--- config.mk ---
export PLATFORM = sky130hd
export DESIGN_NAME = mux_sel_pipe
export DESIGN_NICKNAME = d
export VERILOG_FILES = /design/src/rtl/mux_sel_pkg.sv /design/src/rtl/rr_pick.sv /design/src/rtl/mux_sel_pipe.sv
export SDC_FILE = /design/constraint.sdc
export NUM_CORES = 1
export LEC_CHECK = 0
export BUFFER_PORTS_ARGS = -buffer_cell sky130_fd_sc_hd__buf_2
export CAP_MARGIN = 20
export CORE_UTILIZATION = 60
export CTS_CLUSTER_DIAMETER = 150
export DETAILED_ROUTE_END_ITERATION = 6
export PLACE_DENSITY = 0.95
export SYNTH_ARGS = -nofsm -noshare
export SYNTH_HDL_FRONTEND = slang
export SYNTH_SLANG_ARGS = --single-unit
export TNS_END_PERCENT = 5
--- constraint.sdc ---
create_clock -name clk -period 7.7 [get_ports clk]
set_clock_uncertainty 0.05 [all_clocks]
set_input_delay 1.54 -clock clk [delete_from_list [all_inputs] [get_ports clk]]
set_output_delay 1.54 -clock clk [all_outputs]
set_load 0.005 [all_outputs]
--- src/rtl/mux_sel_pkg.sv ---
// Shared types and helpers for the N:1 channel select multiplexer.
package mux_sel_pkg;

    typedef enum logic {
        MODE_FIXED = 1'b0,
        MODE_SCAN  = 1'b1
    } mode_e;

    // Cyclic successor of a channel index within 0..nch-1.
    function automatic int unsigned next_rr_idx(input int unsigned idx, input int unsigned nch);
        return (idx + 32'd1 >= nch) ? 32'd0 : idx + 32'd1;
    endfunction

endpackage

--- src/rtl/rr_pick.sv ---
// Cyclic priority picker: first requesting channel strictly after ptr, wrapping.
module rr_pick
    import mux_sel_pkg::*;
#(
    parameter int unsigned NCH  = 8,
    parameter int unsigned SELW = $clog2(NCH)
) (
    input  logic [NCH-1:0]  req,
    input  logic [SELW-1:0] ptr,
    output logic [SELW-1:0] gnt_idx,
    output logic            gnt_any
);

    always_comb begin
        logic [SELW-1:0] idx;
        gnt_idx = '0;
        gnt_any = 1'b0;
        idx     = ptr;
        for (int unsigned k = 0; k < NCH; k++) begin
            idx = SELW'(next_rr_idx(32'(idx), NCH));
            if (!gnt_any && req[idx]) begin
                gnt_any = 1'b1;
                gnt_idx = idx;
            end
        end
    end

endmodule

--- src/rtl/mux_sel_pipe.sv ---
// N:1 channel mux with fixed/round-robin select, valid/ready handshakes and
// a single registered output stage (one-cycle latency, full throughput).
module mux_sel_pipe
    import mux_sel_pkg::*;
#(
    parameter int unsigned NCH  = 8,
    parameter int unsigned W    = 1,
    parameter int unsigned SELW = $clog2(NCH)
) (
    input  logic              clk,
    input  logic              rst_n,
    input  logic [NCH*W-1:0]  in_data,
    input  logic [NCH-1:0]    in_valid,
    output logic [NCH-1:0]    in_ready,
    input  logic              mode,
    input  logic [SELW-1:0]   sel_in,
    input  logic              sel_load,
    output logic [W-1:0]      out_data,
    output logic [SELW-1:0]   out_chan,
    output logic              out_valid,
    input  logic              out_ready
);

    mode_e           mode_c;
    logic [W-1:0]    chan_data [NCH];
    logic [SELW-1:0] scan_idx;
    logic            scan_any;
    logic [SELW-1:0] gnt_idx;
    logic            gnt_any;
    logic            can_load;
    logic            xfer;

    logic [SELW-1:0] sel_q,   sel_d;
    logic [SELW-1:0] rr_q,    rr_d;
    logic [W-1:0]    data_q,  data_d;
    logic [SELW-1:0] chan_q,  chan_d;
    logic            valid_q, valid_d;

    assign mode_c = mode_e'(mode);

    for (genvar c = 0; c < NCH; c++) begin : g_unpack
        assign chan_data[c] = in_data[c*W +: W];
    end

    rr_pick #(
        .NCH  (NCH),
        .SELW (SELW)
    ) u_rr_pick (
        .req     (in_valid),
        .ptr     (rr_q),
        .gnt_idx (scan_idx),
        .gnt_any (scan_any)
    );

    // Grant and handshake; in_ready never depends on in_data.
    always_comb begin
        can_load = !valid_q || out_ready;
        gnt_idx  = (mode_c == MODE_SCAN) ? scan_idx : sel_q;
        gnt_any  = (mode_c == MODE_SCAN) ? scan_any : 1'b1;
        in_ready = '0;
        if (gnt_any && can_load) begin
            in_ready[gnt_idx] = 1'b1;
        end
        xfer = gnt_any && can_load && in_valid[gnt_idx];
    end

    // Next state for select, RR pointer and output register.
    always_comb begin
        sel_d   = sel_q;
        rr_d    = rr_q;
        data_d  = data_q;
        chan_d  = chan_q;
        valid_d = valid_q;
        if (sel_load && (32'(sel_in) < NCH)) begin
            sel_d = sel_in;
        end
        if (xfer && (mode_c == MODE_SCAN)) begin
            rr_d = gnt_idx;
        end
        if (xfer) begin
            data_d  = chan_data[gnt_idx];
            chan_d  = gnt_idx;
            valid_d = 1'b1;
        end else if (out_ready) begin
            valid_d = 1'b0;
        end
    end

    always_ff @(posedge clk or negedge rst_n) begin
        if (!rst_n) begin
            sel_q   <= '0;
            rr_q    <= SELW'(NCH - 1);
            data_q  <= '0;
            chan_q  <= '0;
            valid_q <= 1'b0;
        end else begin
            sel_q   <= sel_d;
            rr_q    <= rr_d;
            data_q  <= data_d;
            chan_q  <= chan_d;
            valid_q <= valid_d;
        end
    end

    assign out_data  = data_q;
    assign out_chan  = chan_q;
    assign out_valid = valid_q;

endmodule

==> qor.yml <==
synth_top_family_by_area: "compound AO/OA/AOI/OAI gates"
synth_most_common_cell: "nand2_1"
ys.flop_type: "dfrtp_1"
final_layout_size_suffix_gt1_share_pct: 28.4
slew_headroom_pct: 56.0
firstDrtPassIters: 6
ctsResizeCount: 0
fmax_ghz: 0.145
synth_nets: 272
cp_data_arrival_time_ns: 5.29
maxCapViolations: 0
start_kind: "register"
synth-seq-cells: 11
fin_crit_ns: 6.88
grt_first_pass_wirelength_um: 8840
io_buffers: 36
grt_remaining_overflow: 0
crit_path_end_kind: "output port"
cts_buffers: 3
cts_max_level: 1
vias: 2181
synth_xor_area_share_pct: 1.22
die_h_um: 60.4
status: "complete, no violations"
yosys.area.top_type: "dfrtp_1"
gp_congestion: 1.07
path_clk_slew_ns: 0.06
async_flop_share_pct: 100
setup_viol: 0
yosysWarnings: 0
finalHoldViolCount: 0
cp_max_fo: 28
yosysSeqAreaShare_pct: 13.6
rows: 20
coreArea_sq_um: 3150
cts_num_sinks: 11
cts.hold.buffers_added: 0
synth-compound-area-share_pct: 31.1
post_cts_buffers: 0
ys_top_cells_by_area: "dfrtp_1 9.8%, mux4_2 6.6%, mux2i_1 6.4%"
initial_core_util_pct: 65.0
yosys.area_share.simple_pct: 27.5
areaGrowthSynthToFinish_pct: 9.29
worst_skew_pair.late_latency_ns: 0.26
syn-cell-area_sq_um: 2050
synth_edf_count: 0
drc: 0
fin_nets: 300
cts_root_buffer: "clkbuf_4"
grt_max_degree: 29
num_io_pins: 37
die_area_sq_um: 3650
synth_top_area_share_pct: 9.77
antenna_found_initial: 0
syn_inst: 244
wl_per_cell_um: 17.4
drv_slew: 0
grt_pass1_vias: 1959
synth_common_cells: "28 x nand2_1, 13 x mux2i_1, 13 x nor3_1, 12 x nor2_1, 11 x inv_1"
ant_nets: 0
fp.dieW_um: 60.4
hold_class: "reg2reg"
drt_iter0_drc: 213
cts_buffer_depth: 2
synth_fa_ha_area_share_pct: 2.44
setup_tns_ns: 0
cp.required_ns: 6.11
synthDistinctLibCells: 69
cts_tree: "done"
finalCritPeriodShare_pct: 89.3
synthMuxAreaShare_pct: 18.4
diodes: 0
rsz0062_at_grt: "no"
avgSynthCellArea_sq_um: 8.39
worst_slew_pin_slew_ns: 0.660
grt_usage_pct: 31.8
crit_type: "reg2out"
routed_wl_um: 5490
hpwl_um: 4420
via_per_inst: 6.92
[through the flow]
| stage | instances | worst slack [ns] | instance area [sq um] | utilization (%) | hold slack, ns |
|---|---|---|---|---|---|
| floorplan | 244 | 2.00 | 2050 | - | 0.430 |
| global placement | 311 | 1.29 | 2210 | 70.2 | 0.422 |
| detailed placement | 311 | 1.18 | 2210 | 70.2 | 0.423 |
| CTS | 315 | 0.864 | 2240 | 71.0 | 0.441 |
| global route | 315 | 0.358 | 2240 | 71.0 | 0.455 |
| finish | 315 | 0.825 | 2240 | 71.0 | 0.437 |
[layout by cell type, fill, tap and decap left out, drive strengths merged, types with 5 or more instances in the layout]
| master | count |
|---|---|
| a21boi | 7 |
| buf | 36 |
| inv | 11 |
| a21oi | 9 |
| mux4 | 6 |
| o211ai | 8 |
| nor2 | 12 |
| o21ai | 9 |
| nand2 | 28 |
| dfrtp | 8 |
| nor4b | 5 |
| nand2b | 6 |
| nand3 | 7 |
| nor3 | 13 |
| mux2i | 13 |
| nor4 | 7 |
| mux2 | 10 |
[cell type report]
type,instances,area (sq um)
clock buffer,4,26.3
fill,268,915
inverter,12,45.0
multi-input combinational,208,1650
sequential,11,279
tap,44,55.1
timing repair buffer,36,180
[worst paths after layout]
| kind | startpoint | endpoint | slack (ns) | cells past startpoint |
|---|---|---|---|---|
| min in group asynchronous | rst_n | out_data$_DFFE_PN0P_ | 1.08 | 1 |
| hold / removal | out_chan[1]$_DFFE_PN0P_ | out_chan[1]$_DFFE_PN0P_ | 0.44 | 1 |
| max in group asynchronous | rst_n | rr_q[1]$_DFFE_PN1P_ | 6.25 | 1 |
| setup reg to reg | rr_q[0]$_DFFE_PN1P_ | out_data$_DFFE_PN0P_ | 1.94 | 12 |
| setup / recovery | rr_q[0]$_DFFE_PN1P_ | in_ready[2] | 0.82 | 15 |
| hold reg to reg | out_chan[1]$_DFFE_PN0P_ | out_chan[1]$_DFFE_PN0P_ | 0.44 | 1 |
[per-layer routing]
metal | wire, um | vias up | GRT usage [%]
met5 | 0 | - | 0
met4 | 152 | 0 | 11.7
met3 | 446 | 19 | 4.90
met2 | 2640 | 133 | 53.4
met1 | 2250 | 1016 | 41.4
li1 | - | 1013 | -
[cells by family (layout without fill, tap and decap cells)]
group | count (synthesis) | after routing
buf+inv | 25 | 52
flops | 11 | 11
xor+xnor | 2 | 2
mux | 29 | 29
fa+ha+maj | 4 | 4
simple gates | 101 | 101
compound gates | 72 | 72
[critical path, stage by stage, from the launching register on]
cell,delay (ns)
dfstp_2,0.90
inv_1,0.20
ha_1,0.77
nor3b_1,0.44
nor2_1,0.17
a21boi_4,0.22
a41oi_4,0.29
o21a_1,0.24
mux2i_1,0.32
o2111a_1,0.26
nor3_1,0.08
nand3b_1,0.23
o21ai_0,0.52
nand2_1,0.14
nor2_1,0.11
buf_2,0.12
[flip-flops by register name, summed over array words and instances (netlist names)]
register,count
out_chan,3
out_data,1
sel_q,3
rr_q,3
out_valid,1
Power is not shown: default switching activity piles up to over one toggle a cycle in this logic, so the estimate is an artifact.
